`src/rtl/run_sequencer.sv`:
```
// Run-level controller: Start/Ack handshake, program launch, cycle count and watchdog.
// Optional single-step gating of CoreEn is enabled by defining RUN_SEQUENCER_STEP_EN.
module run_sequencer #(
   parameter int unsigned      PC_W        = 10,
   parameter int unsigned      CNT_W       = 16,
   parameter int unsigned      INIT_CYCLES = 2,
   parameter logic [CNT_W-1:0] TIMEOUT     = 16'hFFFF,
   parameter logic [PC_W-1:0]  PROG0_BASE  = 10'd0,
   parameter logic [PC_W-1:0]  PROG1_BASE  = 10'd256,
   parameter logic [PC_W-1:0]  PROG2_BASE  = 10'd512,
   parameter logic [PC_W-1:0]  PROG3_BASE  = 10'd768
) (
   input  logic             Clk,
   input  logic             Reset,
   input  logic             Start,
   input  logic [1:0]       ProgSel,
   input  logic             Halt,
`ifdef RUN_SEQUENCER_STEP_EN
   input  logic             StepMode,
   input  logic             Step,
`endif
   output logic             CoreInit,
   output logic             CoreEn,
   output logic             PCLoad,
   output logic [PC_W-1:0]  PCLoadAddr,
   output logic             Ack,
   output logic             Timeout,
   output logic [CNT_W-1:0] CycleCt
);

   localparam int unsigned INIT_W = (INIT_CYCLES > 1) ? $clog2(INIT_CYCLES) : 1;
   localparam logic [INIT_W-1:0] INIT_LAST = INIT_W'(INIT_CYCLES - 1);

   typedef enum logic [2:0] {IDLE, ARM, INIT, LOAD, RUN, DONE} state_e;

   state_e            state_q, state_d;
   logic [INIT_W-1:0] init_cnt_q, init_cnt_d;
   logic              core_init_q, core_init_d;
   logic              core_en_q, core_en_d;
   logic              pc_load_q, pc_load_d;
   logic [PC_W-1:0]   pc_addr_q, pc_addr_d;
   logic              ack_q, ack_d;
   logic              timeout_q, timeout_d;
   logic [CNT_W-1:0]  cyc_q, cyc_d;
   logic              en_req;

`ifdef RUN_SEQUENCER_STEP_EN
   logic step_q;

   always_ff @(posedge Clk or negedge Reset) begin
      if (!Reset) step_q <= 1'b0;
      else        step_q <= Step;
   end

   assign en_req = !StepMode || (Step && !step_q);
`else
   assign en_req = 1'b1;
`endif

   always_comb begin
      state_d    = state_q;
      init_cnt_d = init_cnt_q;
      pc_addr_d  = pc_addr_q;
      ack_d      = ack_q;
      timeout_d  = timeout_q;
      cyc_d      = cyc_q;

      case (state_q)
         IDLE: if (Start) state_d = ARM;
         ARM: begin
            if (!Start) begin
               state_d    = INIT;
               init_cnt_d = '0;
               case (ProgSel)
                  2'd0:    pc_addr_d = PROG0_BASE;
                  2'd1:    pc_addr_d = PROG1_BASE;
                  2'd2:    pc_addr_d = PROG2_BASE;
                  default: pc_addr_d = PROG3_BASE;
               endcase
            end
         end
         INIT: begin
            if (Start)                        state_d = ARM;
            else if (init_cnt_q == INIT_LAST) state_d = LOAD;
            else                              init_cnt_d = init_cnt_q + 1'b1;
         end
         LOAD: state_d = RUN;
         RUN: begin
            // Only enabled cycles count or honour Halt; Halt beats the watchdog.
            if (core_en_q) begin
               if (Halt) begin
                  state_d = DONE;
                  ack_d   = 1'b1;
               end else if (cyc_q == TIMEOUT - 1'b1) begin
                  state_d   = DONE;
                  ack_d     = 1'b1;
                  timeout_d = 1'b1;
                  cyc_d     = TIMEOUT;
               end else begin
                  cyc_d = cyc_q + 1'b1;
               end
            end
         end
         DONE: if (Start) state_d = ARM;
         default: state_d = IDLE;
      endcase

      if (state_d == ARM) begin
         ack_d     = 1'b0;
         timeout_d = 1'b0;
         cyc_d     = '0;
      end

      core_init_d = (state_d == IDLE) || (state_d == ARM) || (state_d == INIT);
      pc_load_d   = (state_d == LOAD);
      core_en_d   = (state_d == RUN) && en_req;
   end

   always_ff @(posedge Clk or negedge Reset) begin
      if (!Reset) begin
         state_q     <= IDLE;
         init_cnt_q  <= '0;
         core_init_q <= 1'b1;
         core_en_q   <= 1'b0;
         pc_load_q   <= 1'b0;
         pc_addr_q   <= PROG0_BASE;
         ack_q       <= 1'b0;
         timeout_q   <= 1'b0;
         cyc_q       <= '0;
      end else begin
         state_q     <= state_d;
         init_cnt_q  <= init_cnt_d;
         core_init_q <= core_init_d;
         core_en_q   <= core_en_d;
         pc_load_q   <= pc_load_d;
         pc_addr_q   <= pc_addr_d;
         ack_q       <= ack_d;
         timeout_q   <= timeout_d;
         cyc_q       <= cyc_d;
      end
   end

   assign CoreInit   = core_init_q;
   assign CoreEn     = core_en_q;
   assign PCLoad     = pc_load_q;
   assign PCLoadAddr = pc_addr_q;
   assign Ack        = ack_q;
   assign Timeout    = timeout_q;
   assign CycleCt    = cyc_q;

endmodule
```
`config.mk`:
```
export PLATFORM = sky130hd
export DESIGN_NAME = run_sequencer
export DESIGN_NICKNAME = d
export VERILOG_FILES = /design/src/rtl/run_sequencer.sv
export SDC_FILE = /design/constraint.sdc
export NUM_CORES = 1
export LEC_CHECK = 0
export ABC_AREA = 1
export CORE_MARGIN = 4
export CORE_UTILIZATION = 54
export CTS_CLUSTER_SIZE = 28
export DETAILED_ROUTE_END_ITERATION = 6
export GPL_TIMING_DRIVEN = 0
export PLACE_DENSITY = 0.85
export SLEW_MARGIN = 20
export SYNTH_ARGS = -nofsm -noshare
export SYNTH_HDL_FRONTEND = slang
export SYNTH_SLANG_ARGS = --single-unit
```
`constraint.sdc`:
```
create_clock -name Clk -period 2.71 [get_ports Clk]
set_clock_uncertainty 0.15 [all_clocks]
set_input_delay 0.6775 -clock Clk [delete_from_list [all_inputs] [get_ports Clk]]
set_output_delay 0.6775 -clock Clk [all_outputs]
set_load 0.02 [all_outputs]
```
Word level (Yosys, flattened, before mapping)
Index checks and enable logic that the tools add are counted.
Storage, ports and cells
  bits of input ports: 6
  word-level logic and storage cells: 70
  register bits: 35
Cells by class
  reduce and logical (&&, ||, !) cells: 16
  muxes and demuxes: 27
  eq/ne operators: 15
  bitwise operators: 1
  add/subtract/negate cells: 2
Operator list (count)
  $mux 16: 5
  $pmux 10 s3: 1
  $mux 3: 7
  $add 16x1->16 const B: 1
  $eq 16x16->1 const B: 1
  $pmux 3 s5: 1
  $eq 3x2->1 const B: 4
  $mux 1: 12
  $eq 3x3->1 const B: 3
  $reduce_and 3->1: 3
  $reduce_bool 2->1: 4
  $eq 3x1->1 const B: 2
  $logic_not 3->1: 2
  $ne 2x2->1 const B: 2
  $reduce_and 4->1: 1
  $reduce_bool 3->1: 1
  $eq 2x1->1 const B: 1
  $eq 2x2->1 const B: 1
  $logic_not 2->1: 1
  $logic_or 1x1->1: 2
  $ne 2x1->1 const B: 1
  $pmux 1 s2: 1
  $reduce_and 2->1: 1
  $reduce_or 2->1: 1
  other kinds (2): 2

Logic depth before layout (Yosys ltp)
Gate-level depths: netlist (run 1).
  word-level depth: 8
  gate-level depth with buffers: 12
  gate-level depth less buffers: 11

Worst setup path before layout (run 1)
Ideal clock, no wire load.
  path type: register -> register
  start: reg cyc_q[0], in the netlist CycleCt[0]
  end: reg cyc_q[12], in the netlist CycleCt[12]
  buffers on the path: 1
  setup slack: 0.819 ns
  setup time: 0.120 ns
  stages on the path, launching flop included: 13
  clock period less this slack: 1.891 ns
  arrival time: 1.621 ns
  path through: dfrtp_1 inv_1 ha_1 nand2_1 nor2_2 nand2_1 o21ai_2 nand2_2 nand2_4 nand3_4 buf_6 nand3_2 nand2_1
Between the ends
  cells in the longest elaborated chain, start to end: 8
Ends and longest elaborated chain
  start: declaration: RTL line 44  | logic [CNT_W-1:0] cyc_q, cyc_d;
  start signal: assignment: RTL line 139  | cyc_q <= cyc_d;
  $eq 16x16->1 (*): RTL line 94  | end else if (cyc_q == TIMEOUT - 1'b1) begin
  $mux 3 (*): RTL line 94
  $mux 3 (*): RTL line 91  | if (Halt) begin
  $mux 3 (*): RTL line 90  | if (core_en_q) begin
  $pmux 3 s5 (*): RTL line 68  | case (state_q)
  via state_d[0]: RTL line 36  | state_e state_q, state_d;
  $eq 3x1->1 (*): RTL line 108  | if (state_d == ARM) begin
  $ne 2x1->1 (no source line) / $reduce_bool 2->1 (equally long branches)
  $reduce_and 3->1 (no source line)
Mark *: on every way through the listed nets, which the timed path passes. The rest lies on a longest branch. The select of a mux whose other input is x is not followed.
A chain may end at the register's enable or synchronous reset.

Final worst setup path (run 1)
  start: reg cyc_q[6], in the netlist CycleCt[6]
  end: out CycleCt[6]
RTL lines
  end: declaration: RTL line 28  | output logic [CNT_W-1:0] CycleCt
No word-level cell between the ends.

==> results of run 1 <==
[layout by cell type (no fill, tap or decap), drive strengths merged]
| master | netlist | final |
|---|---|---|
| nand4 | 4 | 4 |
| clkinv | 0 | 1 |
| o21ai | 14 | 14 |
| nor4 | 1 | 1 |
| conb | 1 | 8 |
| clkdlybuf4s50 | 0 | 27 |
| dfstp | 1 | 1 |
| nor2 | 19 | 19 |
| xor2 | 5 | 5 |
| ha | 2 | 2 |
| a21oi | 4 | 4 |
| dfrtp | 26 | 26 |
| or2 | 3 | 3 |
| inv | 28 | 28 |
| nor3b | 1 | 1 |
| o21a | 1 | 1 |
| nand3 | 26 | 26 |
| o22ai | 1 | 1 |
| buf | 11 | 12 |
| nor3 | 2 | 2 |
| xnor2 | 4 | 4 |
| clkbuf | 0 | 3 |
| o21bai | 1 | 1 |
| nand2 | 57 | 57 |
[power breakdown]
group          leakage (µW)  internal (µW)  switching [µW]  total [µW]
Clock             0.0000177           55.3             118         173
Sequential         0.000366            467            34.8         502
Combinational      0.000690            169             282         451
Total               0.00107            691             434        1120
[stage by stage]
| step | utilization, % | hold slack, ns |
|---|---|---|
| after CTS | 71.5 | 0.193 |
| after global placement | 70.7 | 0.309 |
| after detailed placement | 70.5 | 0.318 |
| after floorplan | - | 0.232 |
| after global routing | 71.5 | 0.207 |
| final | 71.5 | 0.171 |
[layout make-up]
type | count | area (µm²)
inverter | 28 | 105
clock inverter | 1 | 5.00
sequential | 27 | 677
tap | 31 | 38.8
timing repair buffer | 28 | 275
clock buffer | 3 | 22.5
buffer | 11 | 81.3
multi-input combinational | 153 | 835
fill | 238 | 813
[worst reg2reg max path, cell delays in order, from the launching register on]
cell	delay (ns)
dfrtp_1	0.44
inv_1	0.13
ha_1	0.16
nand2_1	0.06
nor2_2	0.13
nand2_1	0.08
o21ai_2	0.14
nand2_2	0.10
nand2_4	0.09
nand3_4	0.13
buf_6	0.20
nand3_2	0.07
nand2_1	0.06
[cells by family after synthesis]
logic type | count (synthesis) | share of synthesized area (%)
other | 1 | 0.224
and+or+nand+nor | 113 | 34.6
adders and majority gates | 2 | 1.50
xor gates and xnor gates | 9 | 4.72
AOI/OAI and AO/OA | 21 | 7.34
DFF | 27 | 40.5
buffers and inverters | 39 | 11.2
[worst paths after layout]
check,endpoint,from
worst max-delay path,CycleCt[6],CycleCt[6]
worst min-delay path,CycleCt[0],Reset
worst max register to register,CycleCt[7],CycleCt[0]
worst min register to register,PCLoadAddr[8],PCLoadAddr[8]
max in group asynchronous,CycleCt[10],Reset
min in group Clk,PCLoadAddr[8],PCLoadAddr[8]
[layer usage]
metal | GRT usage [%] | vias up
li1 | - | 741
met1 | 25.8 | 664
met2 | 32.3 | 37
met3 | 2.66 | 6
met4 | 6.20 | 0
met5 | 0 | -
==> results.tsv, run 1 <==
metric	value	unit
path_max_fanout	7	
overflow	0	
synthArstFlopShare	100	%
drive_above_1_share	17.9	%
syn_area_per_cell	7.88	µm²
initial_core_util	58.6	%
min_period	2.32	ns
postPlaceCellArea	2010	µm²
synth_top_area_cell	dfrtp_1	
period_share	85.7	%
hold_viol_final	0	
setup_viol	0	
fp.dieW	63.6	µm
yosys.cell_count.top_type	nand2_1	
reg2regPathDepth	12	
ys.flop_type	dfrtp_1	
die_h	63.6	µm
grt_pass1_vias	1425	
dp.cells	278	
max_stage_delay	0.66	ns
yosysWarnings	0	
synth_area_leaders	dfrtp_1 (39%), nand2_1 (12%), inv_1 (5.6%)	
rsz0062_at_grt	false	
critPathTopFamily	buffers and inverters	
ys_seq_elements	27	
tns	0	ns
highest_layer	met4	
crit_buf_inv	1	
max_slew_margin	60.9	%
wl	3.50	mm
r2r_slack	0.68	ns
end_kind	primary output	
wl_met2	1.64	mm
netlist_area	1670	µm²
postLayoutCellArea	2040	µm²
clock.fmax	430	MHz
ant_nets	0	
cts_setup_buffers	0	
synth_common_cells	nand2_1 (52), dfrtp_1 (26), inv_1 (25), nand3_1 (17), nor2_1 (14)	
clk_pin_slew_worst_paths	0.15	ns
cts_tree	done	
io_buffer_count	28	
io_pins	37	
yosysUniqueCellTypes	32	
power_density	552	nW/µm²
antenna_found_initial	0	
grt_max_degree	28	
max_cap_violations	0	
hold_class	input port to async pin	
dp_slack	0.113	ns
drt_iter0_markers	49	
wl_met3	171	µm
required	1.88	ns
ctsResizeCount	0	
clock_latency	0.33	ns
vias	1448	
grt_usage	19.3	%
diodes	0	
worstSetupPathType	register to primary output	
cts.sinks	27	
synth_top_area_share	38.9	%
synth_enable_flop_cells	0	
crit_arrival	1.50	ns
fp.coreArea	2850	µm²
cts-hold-fix-buffers	0	
synth-seq-area-share	40.5	%
htreeDepth	1	
rows	19	
vias_per_cell	5.13	
total_power	1120	µW
nets	260	
largest_register_ffs	16	
status	finished clean	
postSynthCellCount	212	
wl_per_cell	12.4	µm
clock_path_buffers	2	
grt_pass1_wl	6.35	mm
ir_drop	334	µV
tightest_slew	0.586	ns
wl_met1	1.65	mm
startpoint_type	register	
clockRootBuffer	clkbuf_4	
cts_made_buffers	3	
cp_num_cells	1	
syn_to_final_growth	22.0	%
maxSlewViolCount	0	
crit_chain	clkdlybuf4s50_1	
cp_slowest_cell	clkdlybuf4s50_1	
dieArea	4050	µm²
firstDrtPassIters	4	
power.static_leakage	0.00107	µW
gp_congestion	0.885	
fin_cells	282	
setup_slack	0.387	ns
drcViolationCount	0	
hpwl	2.60	mm
Note: power is estimated with default switching activity, not from simulation.
==> inputs of run 2 (changes only) <==
Settings changed: HOLD_SLACK_MARGIN set to 0.15.
==> results of run 2 <==
Same layout as run 1: the final DEF is identical, and so are final timing and power.
==> inputs of run 3 (changes only) <==
Settings changed: SETUP_SLACK_MARGIN set to 0.3.
==> results.tsv, run 3 (synthesis results as in run 1) <==
metric	value	unit	change
power.static_leakage	0.00107	µW	about the same
max_cap_violations	0		unchanged
tns	0	ns	unchanged
p_comb_share	40.3	%	was 40.0%
critPathTopFamily	buffers and inverters		unchanged
largest_register_ffs	16		unchanged
drive_above_1_share	17.9	%	unchanged
wl	3.53	mm	was 3.50 mm
ir_drop	334	µV	about the same
dp_slack	0.113	ns	unchanged
grt_max_degree	28		unchanged
grt_usage	19.3	%	unchanged
layout.cells.most_common	nand2_1		unchanged
clockRootBuffer	clkbuf_4		unchanged
maxSlewViolCount	0		unchanged
nets	260		unchanged
ctsResizeCount	0		unchanged
fill_cells	238		unchanged
fp.dieW	63.6	µm	unchanged
worstReg2RegStart	CycleCt[0]		unchanged
worstSetupPathType	register to primary output		unchanged
syn_to_final_growth	22.5	%	was 22.0%
vias	1449		was 1448
crit_buf_inv	1		unchanged
hold_viol_final	0		unchanged
io_pins	37		unchanged
drcViolationCount	0		unchanged
tightest_slew	0.585	ns	was 0.586 ns
p_sw	442	µW	was 434 µW
hpwl	2.60	mm	unchanged
crit_chain	clkdlybuf4s50_1		unchanged
period_share	85.7	%	about the same
diodes	0		unchanged
antenna_found_initial	0		unchanged
grt_pass1_wl	6.35	mm	unchanged
fin_cells	282		unchanged
clock_path_buffers	2		unchanged
r2r-end	CycleCt[7]		unchanged
cell_internal_pwr	694	µW	was 691 µW
htreeDepth	1		unchanged
required	1.88	ns	about the same
ant_nets	0		unchanged
rsz0062_at_grt	false		unchanged
path_max_fanout	7		unchanged
dieArea	4050	µm²	unchanged
reg2regPathDepth	12		unchanged
status	finished clean		unchanged
seqPwrFrac	44.5	%	was 44.6%
crit_arrival	1.50	ns	about the same
rows	19		unchanged
cts-hold-fix-buffers	0		unchanged
setup_slack	0.387	ns	about the same
max_stage_delay	0.66	ns	about the same
hold_class	input port to async pin		unchanged
clock.fmax	430	MHz	about the same
vias_per_cell	5.14		was 5.13
power_density	554	nW/µm²	was 552 nW/µm²
startpoint_type	register		unchanged
overflow	0		unchanged
fp.coreArea	2850	µm²	unchanged
dp.cells	278		unchanged
firstDrtPassIters	4		unchanged
max_slew_margin	61.0	%	was 60.9%
cts.sinks	27		unchanged
end_kind	primary output		unchanged
die_h	63.6	µm	unchanged
wl_per_cell	12.5	µm	was 12.4 µm
cts_made_buffers	3		unchanged
drt_iter0_markers	50		was 49
cts_tree	done		unchanged
cts_setup_buffers	0		unchanged
grt_pass1_vias	1425		unchanged
io_buffer_count	28		unchanged
clk_pin_slew_worst_paths	0.15	ns	about the same
setup_viol	0		unchanged
gp_congestion	0.885		unchanged
clock_latency	0.33	ns	about the same
initial_core_util	58.6	%	unchanged
power_frac_clock	15.2	%	was 15.4%
p_sw_share	38.9	%	was 38.6%
r2r_slack	0.68	ns	about the same
min_period	2.32	ns	about the same
layout_common_cells	nand2_1 (52), clkdlybuf4s50_1 (27), dfrtp_1 (26)		unchanged
cp_slowest_cell	clkdlybuf4s50_1		unchanged
-- run 3: cell counts in the layout (fill, tap and decap cells not counted) --
No cell type changed its count.
-- run 3: layer usage --
layer  track usage (%)  share of wire [%]  up-vias
met5                 0                  0        -
met4              6.20                1.2        0
met3              2.66                5.1        6
met2              32.3                 47       39
met1              25.8                 47      663
li1                  -                  -      741
-- run 3: power by group through the flow --
stage | logic [µW] | clock network (µW) | registers, µW
3_5_place_dp | 453 | 0 | 510
2_1_floorplan | 266 | 0 | 552
3_3_place_gp | 448 | 0 | 507
5_1_grt | 498 | 194 | 515
6_report | 457 | 173 | 505
4_1_cts | 454 | 180 | 501
-- run 3: final cells by class --
class                   count  area (µm²)  area share [%]
clock buffers               3        22.5            1.10
well taps                  31        38.8            1.89
multi-input cells         153         843            41.2
repair buffers             28         275            13.4
flip-flops and latches     27         677            33.0
inverters                  28         105            5.13
clock inverters             1        5.00           0.244
plain buffers              11        81.3            3.97
-- run 3: through the flow --
stage,area (µm²),utilization (%),power (µW),hold WS [ns]
floorplan,1700,-,818,0.232
global placement,2020,70.7,956,0.309
detailed placement,2010,70.5,963,0.318
CTS,2040,71.5,1130,0.193
global route,2050,71.8,1210,0.207
finish,2050,71.8,1140,0.172
-- run 3: worst max-delay path by stage --
| stage | cells past startpoint | slack, ns | endpoint | startpoint |
|---|---|---|---|---|
| after floorplan | 12 | 0.82 | CycleCt[12] | CycleCt[0] |
| after global placement | 7 | 0.17 | CycleCt[13] | Start |
| after detailed placement | 7 | 0.11 | CycleCt[7] | Start |
| after CTS | 1 | 0.37 | CycleCt[3] | CycleCt[3] |
| after global routing | 1 | 0.30 | CycleCt[3] | CycleCt[3] |
| final | 1 | 0.39 | CycleCt[6] | CycleCt[6] |
